==> config.mk <==
export PLATFORM = sky130hd
export DESIGN_NAME = decode_stage
export DESIGN_NICKNAME = d
export VERILOG_FILES = /design/src/rtl/decode_pkg.sv /design/src/rtl/decode_fields.sv /design/src/rtl/decode_stage.sv
export SDC_FILE = /design/constraint.sdc
export NUM_CORES = 1
export LEC_CHECK = 0
export ABC_AREA = 1
export BUFFER_PORTS_ARGS = -buffer_cell sky130_fd_sc_hd__buf_2
export CAP_MARGIN = 20
export CORE_MARGIN = 2
export CORE_UTILIZATION = 25
export CTS_CLUSTER_SIZE = 20
export DETAILED_ROUTE_END_ITERATION = 10
export PLACE_DENSITY = 0.47
export SLEW_MARGIN = 0
export SYNTH_ARGS = -nofsm -noshare
export SYNTH_HDL_FRONTEND = slang
export SYNTH_HIERARCHICAL = 1
export SYNTH_SLANG_ARGS = --single-unit
==> constraint.sdc <==
create_clock -name clk -period 17.4 [get_ports clk]
set_input_delay 1.74 -clock clk [delete_from_list [all_inputs] [get_ports clk]]
set_output_delay 1.74 -clock clk [all_outputs]
set_load 0.05 [all_outputs]
==> src/rtl/decode_pkg.sv <==
// Shared types and opcode constants for the RV32I/RV64I decode stage.
package decode_pkg;

   // TYPE_ERROR is zero so that a non-zero type means "decodable".
   typedef enum logic [2:0] {
      TYPE_ERROR = 3'd0,
      TYPE_R     = 3'd1,
      TYPE_I     = 3'd2,
      TYPE_S     = 3'd3,
      TYPE_B     = 3'd4,
      TYPE_U     = 3'd5,
      TYPE_J     = 3'd6
   } inst_type_e;

   localparam logic [6:0] OPC_OP        = 7'b0110011;
   localparam logic [6:0] OPC_OP_IMM    = 7'b0010011;
   localparam logic [6:0] OPC_LOAD      = 7'b0000011;
   localparam logic [6:0] OPC_JALR      = 7'b1100111;
   localparam logic [6:0] OPC_SYSTEM    = 7'b1110011;
   localparam logic [6:0] OPC_MISC_MEM  = 7'b0001111;
   localparam logic [6:0] OPC_STORE     = 7'b0100011;
   localparam logic [6:0] OPC_BRANCH    = 7'b1100011;
   localparam logic [6:0] OPC_JAL       = 7'b1101111;
   localparam logic [6:0] OPC_LUI       = 7'b0110111;
   localparam logic [6:0] OPC_AUIPC     = 7'b0010111;
   localparam logic [6:0] OPC_OP_IMM_32 = 7'b0011011;
   localparam logic [6:0] OPC_OP_32     = 7'b0111011;

   // XLEN-independent part of a decoded bundle; the XLEN-wide fields are
   // added by the typedef inside decode_stage.
   typedef struct packed {
      logic [6:0] opcode;
      logic [6:0] funct7;
      logic [2:0] funct3;
      logic [4:0] rs1;
      logic [4:0] rs2;
      logic [4:0] rd;
      inst_type_e inst_type;
      logic       illegal;
   } dec_fields_t;

endpackage

==> src/rtl/decode_fields.sv <==
// Combinational RISC-V field splitter: raw word -> typed fields and
// sign-extended immediate, with undefined fields forced to zero.
module decode_fields
   import decode_pkg::*;
#(
   parameter int unsigned XLEN     = 32,
   parameter bit          EN_FENCE = 1'b1
) (
   input  logic [31:0]     instr_i,
   output dec_fields_t     fields_o,
   output logic [XLEN-1:0] imm_o
);

   inst_type_e  itype;
   logic [31:0] imm32;

   always_comb begin
      unique case (instr_i[6:0])
         OPC_OP:                                      itype = TYPE_R;
         OPC_OP_IMM, OPC_LOAD, OPC_JALR, OPC_SYSTEM:  itype = TYPE_I;
         OPC_MISC_MEM:  itype = EN_FENCE ? TYPE_I : TYPE_ERROR;
         OPC_STORE:                                   itype = TYPE_S;
         OPC_BRANCH:                                  itype = TYPE_B;
         OPC_JAL:                                     itype = TYPE_J;
         OPC_LUI, OPC_AUIPC:                          itype = TYPE_U;
         OPC_OP_IMM_32: itype = (XLEN == 64) ? TYPE_I : TYPE_ERROR;
         OPC_OP_32:     itype = (XLEN == 64) ? TYPE_R : TYPE_ERROR;
         default:                                     itype = TYPE_ERROR;
      endcase
   end

   always_comb begin
      fields_o           = '0;
      fields_o.opcode    = instr_i[6:0];
      fields_o.inst_type = itype;
      fields_o.illegal   = (itype == TYPE_ERROR);
      imm32              = '0;
      unique case (itype)
         TYPE_R: begin
            fields_o.funct7 = instr_i[31:25];
            fields_o.rs2    = instr_i[24:20];
            fields_o.rs1    = instr_i[19:15];
            fields_o.funct3 = instr_i[14:12];
            fields_o.rd     = instr_i[11:7];
         end
         TYPE_I: begin
            fields_o.rs1    = instr_i[19:15];
            fields_o.funct3 = instr_i[14:12];
            fields_o.rd     = instr_i[11:7];
            imm32 = {{20{instr_i[31]}}, instr_i[31:20]};
         end
         TYPE_S: begin
            fields_o.rs2    = instr_i[24:20];
            fields_o.rs1    = instr_i[19:15];
            fields_o.funct3 = instr_i[14:12];
            imm32 = {{20{instr_i[31]}}, instr_i[31:25], instr_i[11:7]};
         end
         TYPE_B: begin
            fields_o.rs2    = instr_i[24:20];
            fields_o.rs1    = instr_i[19:15];
            fields_o.funct3 = instr_i[14:12];
            imm32 = {{20{instr_i[31]}}, instr_i[7], instr_i[30:25], instr_i[11:8], 1'b0};
         end
         TYPE_U: begin
            fields_o.rd = instr_i[11:7];
            imm32 = {instr_i[31:12], 12'b0};
         end
         TYPE_J: begin
            fields_o.rd = instr_i[11:7];
            imm32 = {{12{instr_i[31]}}, instr_i[19:12], instr_i[20], instr_i[30:21], 1'b0};
         end
         default: ;
      endcase
      // Every 32-bit immediate above already carries instr[31] in bit 31.
      imm_o = XLEN'($signed(imm32));
   end

endmodule

==> src/rtl/decode_stage.sv <==
// Registered decode stage with a 2-entry skid buffer (main drives the
// outputs, skid absorbs one extra word so o_ready can be registered).
module decode_stage
   import decode_pkg::*;
#(
   parameter int unsigned XLEN     = 32,
   parameter bit          EN_FENCE = 1'b1
) (
   input  logic            clk,
   input  logic            rst,
   input  logic            clk_en,
   input  logic            flush,
   input  logic            i_valid,
   output logic            o_ready,
   input  logic [31:0]     i_instruction,
   input  logic [XLEN-1:0] i_pc,
   output logic            o_valid,
   input  logic            i_ready,
   output logic [6:0]      o_opcode,
   output logic [6:0]      o_funct7,
   output logic [2:0]      o_funct3,
   output logic [4:0]      o_rs1,
   output logic [4:0]      o_rs2,
   output logic [4:0]      o_rd,
   output logic [XLEN-1:0] o_imm,
   output inst_type_e      o_inst_type,
   output logic            o_illegal,
   output logic [31:0]     o_instruction,
   output logic [XLEN-1:0] o_pc
);

   typedef struct packed {
      dec_fields_t     f;
      logic [XLEN-1:0] imm;
      logic [31:0]     instr;
      logic [XLEN-1:0] pc;
   } decoded_t;

   dec_fields_t     fields_in;
   logic [XLEN-1:0] imm_in;
   decoded_t        dec_in;

   decoded_t main_q, main_d, skid_q, skid_d;
   logic     main_vld_q, main_vld_d, skid_vld_q, skid_vld_d;
   logic     rdy_q, rdy_d;
   logic     in_xfer, out_xfer;

   decode_fields #(
      .XLEN     (XLEN),
      .EN_FENCE (EN_FENCE)
   ) u_fields (
      .instr_i  (i_instruction),
      .fields_o (fields_in),
      .imm_o    (imm_in)
   );

   assign dec_in = '{f: fields_in, imm: imm_in, instr: i_instruction, pc: i_pc};

   assign o_ready  = rdy_q & clk_en;
   assign o_valid  = main_vld_q & clk_en;
   assign in_xfer  = i_valid & o_ready;
   assign out_xfer = o_valid & i_ready;

   always_comb begin
      main_d     = main_q;
      skid_d     = skid_q;
      main_vld_d = main_vld_q;
      skid_vld_d = skid_vld_q;
      if (clk_en && flush) begin
         main_vld_d = 1'b0;
         skid_vld_d = 1'b0;
      end else begin
         if (out_xfer) begin
            if (skid_vld_q) begin
               main_d     = skid_q;
               skid_vld_d = 1'b0;
            end else begin
               main_vld_d = 1'b0;
            end
         end
         // Incoming word lands in main if it is empty or emptying without a skid refill.
         if (in_xfer) begin
            if (!main_vld_q || (out_xfer && !skid_vld_q)) begin
               main_d     = dec_in;
               main_vld_d = 1'b1;
            end else begin
               skid_d     = dec_in;
               skid_vld_d = 1'b1;
            end
         end
      end
      rdy_d = !skid_vld_d;
   end

   always_ff @(posedge clk or posedge rst) begin
      if (rst) begin
         main_q     <= '0;
         skid_q     <= '0;
         main_vld_q <= 1'b0;
         skid_vld_q <= 1'b0;
         rdy_q      <= 1'b1;
      end else begin
         main_q     <= main_d;
         skid_q     <= skid_d;
         main_vld_q <= main_vld_d;
         skid_vld_q <= skid_vld_d;
         rdy_q      <= rdy_d;
      end
   end

   assign o_opcode      = main_q.f.opcode;
   assign o_funct7      = main_q.f.funct7;
   assign o_funct3      = main_q.f.funct3;
   assign o_rs1         = main_q.f.rs1;
   assign o_rs2         = main_q.f.rs2;
   assign o_rd          = main_q.f.rd;
   assign o_imm         = main_q.imm;
   assign o_inst_type   = main_q.f.inst_type;
   assign o_illegal     = main_q.f.illegal;
   assign o_instruction = main_q.instr;
   assign o_pc          = main_q.pc;

endmodule
---- Word-level counts from Yosys, hierarchy flattened ----
Index checks and enable logic that the tools add are counted.
word-level totals
  flip-flop bits (word level) ............. 267
  latch bits .............................. 0
  bits in writable memories ............... 0
  ROM bits ................................ 0
  input bits .............................. 70
  output and inout port bits .............. 134
  logic and storage cells ................. 80
  memories ................................ 0
operators by class
  add/sub/neg operators ................... 0
  $mul .................................... 0
  divide/modulo/power cells ............... 0
  order comparisons ....................... 0
  equal/unequal tests ..................... 17
  shifts and indexed selects .............. 0
  multiplexer cells ....................... 19
  bitwise logic cells ..................... 6
  reduce and logical (&&, ||, !) cells .... 13
operators with widths
  operator            number
  $mux 132            4
  $pmux 32 s5         1
  $eq 7x7->1 const B  4
  $eq 7x6->1 const B  3
  $pmux 3 s6          1
  $eq 7x5->1 const B  2
  $mux 5              2
  $eq 3x3->1 const B  3
  $mux 1              9
  $mux 8              1
  $reduce_or 4->1     2
  $eq 7x2->1 const B  1
  $eq 7x4->1 const B  1
  $mux 7              1
  $eq 3x2->1 const B  2
  $reduce_or 5->1     1
  $and 1x1->1         4
  $eq 3x1->1 const B  1
  $logic_not 1->1     3
  $logic_not 3->1     1
  $reduce_and 3->1    1
  $reduce_or 3->1     1
  $logic_and 1x1->1   2
  $not 1->1           2
  2 further kinds     2

---- Longest topological paths before layout ----
Gate-level depths: netlist of run 1.
  depth after elaboration ................. 8
  mapped depth ............................ 13
  gate-level depth less buffers ........... 11

---- Cells and area by module ----
The synthesis of run 1 kept the hierarchy.
modules (own cells, without submodules)
  module         times used  cells each  area an instance (um2)  seq. area each (um2)
  decode_stage   1           2146        14475.1                 6682.7
  decode_fields  1           192         1068.5                  0.0

---- Least setup slack after synthesis of run 1 ----
OpenSTA, ideal clock, no wires.
  path kind ............................... input to output
  from .................................... input port clk_en
  to ...................................... output port o_ready
  arrival time ............................ 2139 ps
  data required time ...................... 15660 ps
  setup slack ............................. 13521 ps
  cell stages on the path ................. 2
  path buffers ............................ 0
  cells stage by stage .................... nand2_1 inv_1
between the ends
  word-level cells in the longest chain between the ends .. 1
ends and longest elaborated chain
  element          RTL line            text
  start, declared  decode_stage.sv:11  input logic clk_en,
  $and 1x1->1      decode_stage.sv:59  assign o_ready = rdy_q & clk_en;
  end, declared    decode_stage.sv:14  output logic o_ready,
No other way between the ends.

---- Worst setup path after layout of run 1 ----
  from .................................... input port clk_en
  to ...................................... register skid_q[126] (netlist bit)
between the ends
  word-level cells in the longest chain between the ends .. 6
  elaborated cells between the ends (all ways) .. 10
  those cells by class .................... bitwise (6); reduce/logical (4)
ends and longest elaborated chain
  element                                RTL line             text
  $and 1x1->1                            decode_stage.sv:60   assign o_valid = main_vld_q & clk_en;
  $and 1x1->1                            decode_stage.sv:62   assign out_xfer = o_valid & i_ready;
  $logic_and 1x1->1                      decode_stage.sv:83   if (!main_vld_q || (out_xfer && !skid_vld_q)) begin
  $logic_or 1x1->1                       decode_stage.sv:83
  $not 1->1 (no source line)             --
  $reduce_and 3->1 (no source line) (*)  --
  end signal, assigned                   decode_stage.sv:104  skid_q <= skid_d;
  end, declared                          decode_stage.sv:43   decoded_t main_q, main_d, skid_q, skid_d;
Every way passes the cells marked *; elsewhere a longest branch is shown, timed or not.
A chain may end at the register's enable or synchronous reset.

==> reports/results.tsv, run 1 <==
stage	metric	value	unit
power	sequential share of power	34.7	%
timing	Final Hold Fails	0	
yosys	Mean Syn Cell Area	6.65	sq um
timing	Tmin final	4.17	ns
drt	Routed Antenna Nets	0	
critical_path	Startpoint Class	input pin	
cells_and_area	post-layout net count	2511	
critical_path	Setup Crit Path Kind	input pin to flip-flop	
timing	pin slew with the least headroom to its limit	1.12	ns
yosys	Synth cell types	30	
drt	Post-Route WL	55600	microns
die	num rows	91	
clocking	cts repair resizes	0	
clocking	Longest Clk Path Bufs	3	
drt	post-DR vias/cell	4.52	
grt	GRT Overall Usage	17.3	%
grt	first-pass GRT wire length	86100	microns
yosys	register area share after synthesis	43.0	%
yosys	post-synthesis cell count	2338	
critical_path	Critical Path Sink Type	flip-flop	
cells_and_area	cell area after layout	18400	sq um
power	Pleak	10.2	nW
placement	placed cell areas	17100	sq um
grt	antenna violations before repair	2	
critical_path	Max FO, Critical Path	94	
drt	drt pass-1 iters	5	
grt	GRT busiest layer	met2	
hold_path	Worst Hold Class	flip-flop to flip-flop	
placement	RePlAce Congestion	0.782	
timing	fmax	240	MHz
critical_path	Critical Path RT	17.77	ns
cells_and_area	P&R area growth vs syn	18.1	%
clocking	total CTS buffers	35	
power	sw frac	43.7	%
placement	IO buf count	203	
timing	unrepaired setup endpoints after global routing	false	
yosys	Mapped Nets	2408	
grt	vias in the first global route	14000	
yosys	synthesis-stage register bit count	267	
clocking	CTS tree	yes	
timing	Final Skew	0.0165	ns
timing	max-slew violations	0	
timing	Setup Viol. Count Final	0	
grt	met1 Use GR	24.0	%
grt	largest net degree at the start of global routing	125	
clocking	Root Driver	clkbuf_16	
drt	Vias	14900	
clocking	hold buffers post-CTS	0	
drt	Remaining DRCs	0	
timing	worst setup margin	13.23	ns
clocking	Clk Latency, worst-skew pair	0.54	ns
die	DIE AREA	64200	sq um
power	Switch Pwr	1.19	mW
clocking	Clock Sinks	267	
timing	fin crit share	24.0	%
clocking	Worst-path clk slew	0.05	ns
die	Boundary Pins	204	
die	Die W	253	microns
power	Worst IR Drop VDD	50.5	uV
power	Clock power frac	28.3	%
placement	pre-CTS setup slack	12.41	ns
drt	per-cell routed wire length	16.8	microns
die	height of the die	253	microns
power	Int Pwr	1.53	mW
grt	M2 GR Usage	26.7	%
cells_and_area	final core utilization	29.8	%
placement	DP HPWL	33600	microns
grt	grt met3 use	3.63	%
grt	grt total ovfl	0	
die	Initial Util	25.2	%
timing	relative slew slack	25.3	%
critical_path	Critical Path AT	4.54	ns
drt	Starting DRT DRC Count	1212	
power	combinational share of power	37.0	%
timing	setup TNS	0	ns
clocking	H-tree depth	2	
job	Max-cap violations	0	
clocking	postcts setup bufs	0	
yosys	Mapped Area	15500	sq um
die	area of the core	61600	sq um
cells_and_area	layout cell share with drive strength beyond 1	12.8	%
status	status	finished, final reports clean	
power	pwr dens	148	nW/um^2
yosys	warnings from Yosys	6	
==> flip-flops by register name (all words and copies together), names as in the netlist, 3 cells and up <==
| register | flops |
|---|---|
| o_inst_type | 3 |
| o_rs2 | 5 |
| o_instruction | 32 |
| o_funct3 | 3 |
| o_pc | 32 |
| o_rs1 | 5 |
| o_opcode | 7 |
| o_rd | 5 |
| o_imm | 32 |
| skid_q | 132 |
| o_funct7 | 7 |
==> cells in the final DEF (no fill, tap or decap), types with 2 or more instances in the layout <==
cell and instances:
nand2_1 825, inv_1 432, nand3_1 402, dfrtp_1 265
buf_2 203, o21ai_1 115, clkbuf_16 37, nor2_1 34
nand4_1 23, o21ai_0 22, buf_4 18, a21oi_1 14
nand3_2 9, clkbuf_1 8, nand2_4 7, clkinv_2 6
clkbuf_8 6, nand3b_1 6, nor2_4 4, bufinv_16 4
nand2_2 4, buf_16 3, inv_2 3, nand4_2 3
diode_2 2
==> final cells by class <==
cell class / instances / area (sq um)
antenna: 2 / 5.00
multi-input combinational: 1475 / 6540
sequential: 267 / 6690
clock inverter: 10 / 154
inverter: 438 / 1660
timing repair buffer: 224 / 1230
fill: 6744 / 43200
clock buffer: 51 / 1040
tap: 837 / 1050
==> power groups by stage <==
stage | logic [mW] | registers (mW) | clock network, mW
6_report | 1.00 | 0.941 | 0.767
5_1_grt | 1.11 | 0.968 | 0.816
4_1_cts | 1.01 | 0.943 | 0.791
3_5_place_dp | 1.01 | 0.952 | 0
3_3_place_gp | 1.00 | 0.946 | 0
2_1_floorplan | 0.424 | 1.25 | 0
==> path summary, 6_finish.rpt <==
| path | start | cells after the start | endpoint | slack (ns) |
|---|---|---|---|---|
| worst max-delay path | clk_en | 8 | skid_q[126] | 13.23 |
| worst min-delay path | skid_q[2] | 2 | skid_q[2] | 0.49 |
| worst max register to register | skid_vld_q | 9 | o_instruction[4] | 13.95 |
| worst min register to register | skid_q[2] | 2 | skid_q[2] | 0.49 |
| max in group asynchronous | rst | 3 | skid_vld_q | 14.34 |
| min in group asynchronous | rst | 2 | o_pc[15] | 1.40 |
==> cell families (layout without fill, tap and decap cells) <==
group,after synthesis,in the layout,share of synthesized area [%]
buffers and inverters,596,723,15.1
other,0,2,0
and+or+nand+nor,1322,1322,36.9
DFF,267,267,43.0
AOI/OAI and AO/OA,153,153,4.95
==> synthesized netlist by cell type <==
master / count / share of area [%]
nand2_8: 1 / 0.13
nand3_1: 402 / 13
nand3_4: 1 / 0.11
clkbuf_1: 79 / 1.9
dfrtp_1: 266 / 43
nor2_4: 3 / 0.22
o22ai_1: 1 / 0.040
nor3_1: 1 / 0.032
o21ai_1: 115 / 3.7
clkinv_2: 1 / 0.032
nor2_2: 1 / 0.040
nand2_1: 828 / 20
nor3_4: 1 / 0.10
nand4_2: 3 / 0.24
a21oi_1: 14 / 0.45
inv_1: 433 / 10
nand4_1: 23 / 0.93
inv_2: 4 / 0.097
buf_6: 3 / 0.22
nand2_2: 4 / 0.16
nand3b_1: 6 / 0.29
o21ai_0: 22 / 0.71
nor2_1: 35 / 0.85
dfstp_2: 1 / 0.17
nand3_2: 9 / 0.58
nand2_4: 4 / 0.29
buf_4: 9 / 0.43
o31ai_1: 1 / 0.048
buf_1: 19 / 0.46
buf_2: 48 / 1.5
==> critical path, stage by stage <==
cell	delay (ns)
buf_2	0.14
nand2_1	0.12
nor2_4	0.03
buf_4	0.31
nand4_1	0.20
buf_4	0.72
buf_4	0.88
o21ai_0	0.18
==> layer usage <==
layer / wire length (microns) / up-vias
met2: 25000 / 392
met5: 0 / -
met4: 1460 / 0
li1: - / 7331
met1: 25500 / 7143
met3: 3690 / 77
==> stage by stage <==
step	power (mW)	hold WS, ns	instances
final	2.71	0.486	3304
after global routing	2.90	0.503	3304
after CTS	2.75	0.488	3299
after detailed placement	1.96	0.473	3238
after global placement	1.95	0.467	3238
after floorplan	1.68	0.453	2338
(Power assumes the default switching activity.)
==> inputs of run 2 (changes only) <==
==> constraint.sdc (replaced) <==
create_clock -name clk -period 3.9 [get_ports clk]
set_input_delay 0.39 -clock clk [delete_from_list [all_inputs] [get_ports clk]]
set_output_delay 0.39 -clock clk [all_outputs]
set_load 0.05 [all_outputs]
==> run 2 against run 1 <==
Die area unchanged. Sequential cell count did not move. Worst hold slack got worse by 0.38 ns. Non-clock buffer count up 8. Core utilization is 0.40 points higher. Power increased to 4.5 times the previous value. Clock-buffer cell count is 7 higher. Register-to-register slack lost 13 ns. Critical endpoint is now o_pc[6]. Highest routed layer is now met5.
==> reports/results.tsv, run 2 (synthesis results as in run 1) <==
stage	metric	value	unit
grt	antenna violations before repair	1	
timing	fmax	370	MHz
drt	per-cell routed wire length	17.5	microns
cells_and_area	final core utilization	30.2	%
critical_path	Setup Crit Path Kind	flip-flop to flip-flop	
die	height of the die	253	microns
cells_and_area	ant diodes	0	
grt	GRT Overall Usage	18.0	%
critical_path	Critical Path Most Common Cell	nand2_1	
power	Worst IR Drop VDD	232	uV
hold_path	Worst Hold Class	input pin to flip-flop	
power	Pleak	10.3	nW
clocking	Root Driver	clkbuf_16	
job	Max-cap violations	0	
timing	Final Skew	0.0338	ns
grt	first-pass GRT wire length	88500	microns
cells_and_area	commonest non-fill, non-tap cell in the layout	nand2_1	
hold_path	Worst Hold Launch	i_pc[22]	
clocking	Clock Sinks	267	
timing	Tmin final	2.70	ns
timing	worst setup margin	1.20	ns
drt	Starting DRT DRC Count	1233	
timing	max-slew violations	0	
clocking	postcts setup bufs	0	
timing	relative slew slack	21.8	%
grt	grt total ovfl	0	
drt	Routed Antenna Nets	0	
drt	Vias	15000	
critical_path	Critical Path RT	4.31	ns
placement	pre-CTS setup slack	0.994	ns
drt	post-DR vias/cell	4.53	
critical_path	Crit path max-delay family	buffers and inverters	
cells_and_area	max reg flops	132	
timing	unrepaired setup endpoints after global routing	false	
power	pwr dens	656	nW/um^2
status	status	finished, final reports clean	
cells_and_area	P&R area growth vs syn	19.7	%
clocking	H-tree depth	2	
critical_path	critical path buffer and inverter count	2	
critical_path	Max FO, Critical Path	80	
clocking	Worst-path clk slew	0.06	ns
critical_path	crit-path cells	buf_4, buf_4, nand3_1, nand2_1, nand2_1, nand3_1, nand2_1	
critical_path	Startpoint Class	flip-flop	
drt	Post-Route WL	58000	microns
timing	fin crit share	69.3	%
critical_path	Reg-to-Reg Start	skid_vld_q	
die	Initial Util	25.2	%
clocking	Clk Latency, worst-skew pair	0.55	ns
cells_and_area	layout cell share with drive strength beyond 1	13.2	%
cells_and_area	post-layout net count	2520	
placement	DP HPWL	35100	microns
critical_path	Reg2Reg Setup Slack	1.20	ns
clocking	total CTS buffers	36	
critical_path	max incr delay on CP	0.98	ns
cells_and_area	Most flops, register	skid_q	
clocking	Longest Clk Path Bufs	3	
drt	Remaining DRCs	0	
grt	vias in the first global route	14300	
grt	largest net degree at the start of global routing	134	
clocking	CTS tree	yes	
critical_path	slowest cell on the critical path	buf_4	
die	area of the core	61600	sq um
timing	Final Hold Fails	0	
die	Boundary Pins	204	
drt	drt pass-1 iters	6	
timing	pin slew with the least headroom to its limit	1.17	ns
die	num rows	91	
die	Die W	253	microns
critical_path	worst setup path startpoint	skid_vld_q	
die	DIE AREA	64200	sq um
cells_and_area	most frequent cells in the layout	825 x nand2_1, 432 x inv_1, 402 x nand3_1	
critical_path	Critical Path AT	3.11	ns
timing	Setup Viol. Count Final	0	
critical_path	Critical Path Sink Type	flip-flop	
placement	RePlAce Congestion	0.800	
placement	IO buf count	203	
## run 2: changes by cell type in the layout (fill, tap and decap cells not counted), moves of 2 or more
cell | before | now
buf_12 | 0 | 17
buf_16 | 3 | 0
buf_4 | 18 | 11
bufinv_16 | 4 | 2
clkbuf_8 | 6 | 11
diode_2 | 2 | 0
## run 2: final cells by class
class,count,area (sq um)
Clock buffer,58,1140
Tap cell,837,1050
Inverter,438,1650
Fill cell,6753,43000
Multi-Input combinational cell,1475,6540
Timing Repair Buffer,232,1450
Sequential cell,267,6690
Clock inverter,7,96.3
## run 2: per-stage QoR
stage          instance area (sq um)  instances  power [mW]  setup TNS (ns)  hold WS (ns)
2_1_floorplan                  15500       2338        7.49           -3.90         0.453
3_3_place_gp                   17400       3248        8.75               0         0.450
3_5_place_dp                   17400       3248        8.83               0         0.455
4_1_cts                        18600       3314        12.4               0        0.0775
5_1_grt                        18600       3314        13.0               0        0.0950
6_report                       18600       3314        12.2               0         0.107
## run 2: timing repair
action | CTS | global route
hold endpoints to repair | 14 | 0
hold buffers | 1 | 0
resized for setup | 0 | 0
endpoints found under the setup margin | 0 | 0
## run 2: path summary, 6_finish.rpt
kind	end	depth (start not counted)
max	o_pc[6]	7
min	skid_q[22]	3
max reg2reg	o_pc[6]	7
min reg2reg	skid_q[105]	2
max in group asynchronous	o_pc[5]	4
min in group asynchronous	o_imm[2]	3
## run 2: routing by layer
metal	global-route usage, %	share of wire, %	vias up
met2	27.8	45	403
li1	-	-	7362
met5	0	0.019	-
met3	4.14	6.5	93
met1	24.7	45	7154
met4	6.12	2.9	2
## run 2: worst reg2reg max path: cells and delay by family (launching register included)
family / cells / cell delay (ns)
flops: 1 / 0.40
buf+inv: 2 / 1.61
simple gates: 5 / 0.55
## run 2: power breakdown
group          switching, mW  internal (mW)
clock                   1.33           2.13
combinational           3.43           1.15
sequential             0.582           3.57
total                   5.35           6.85
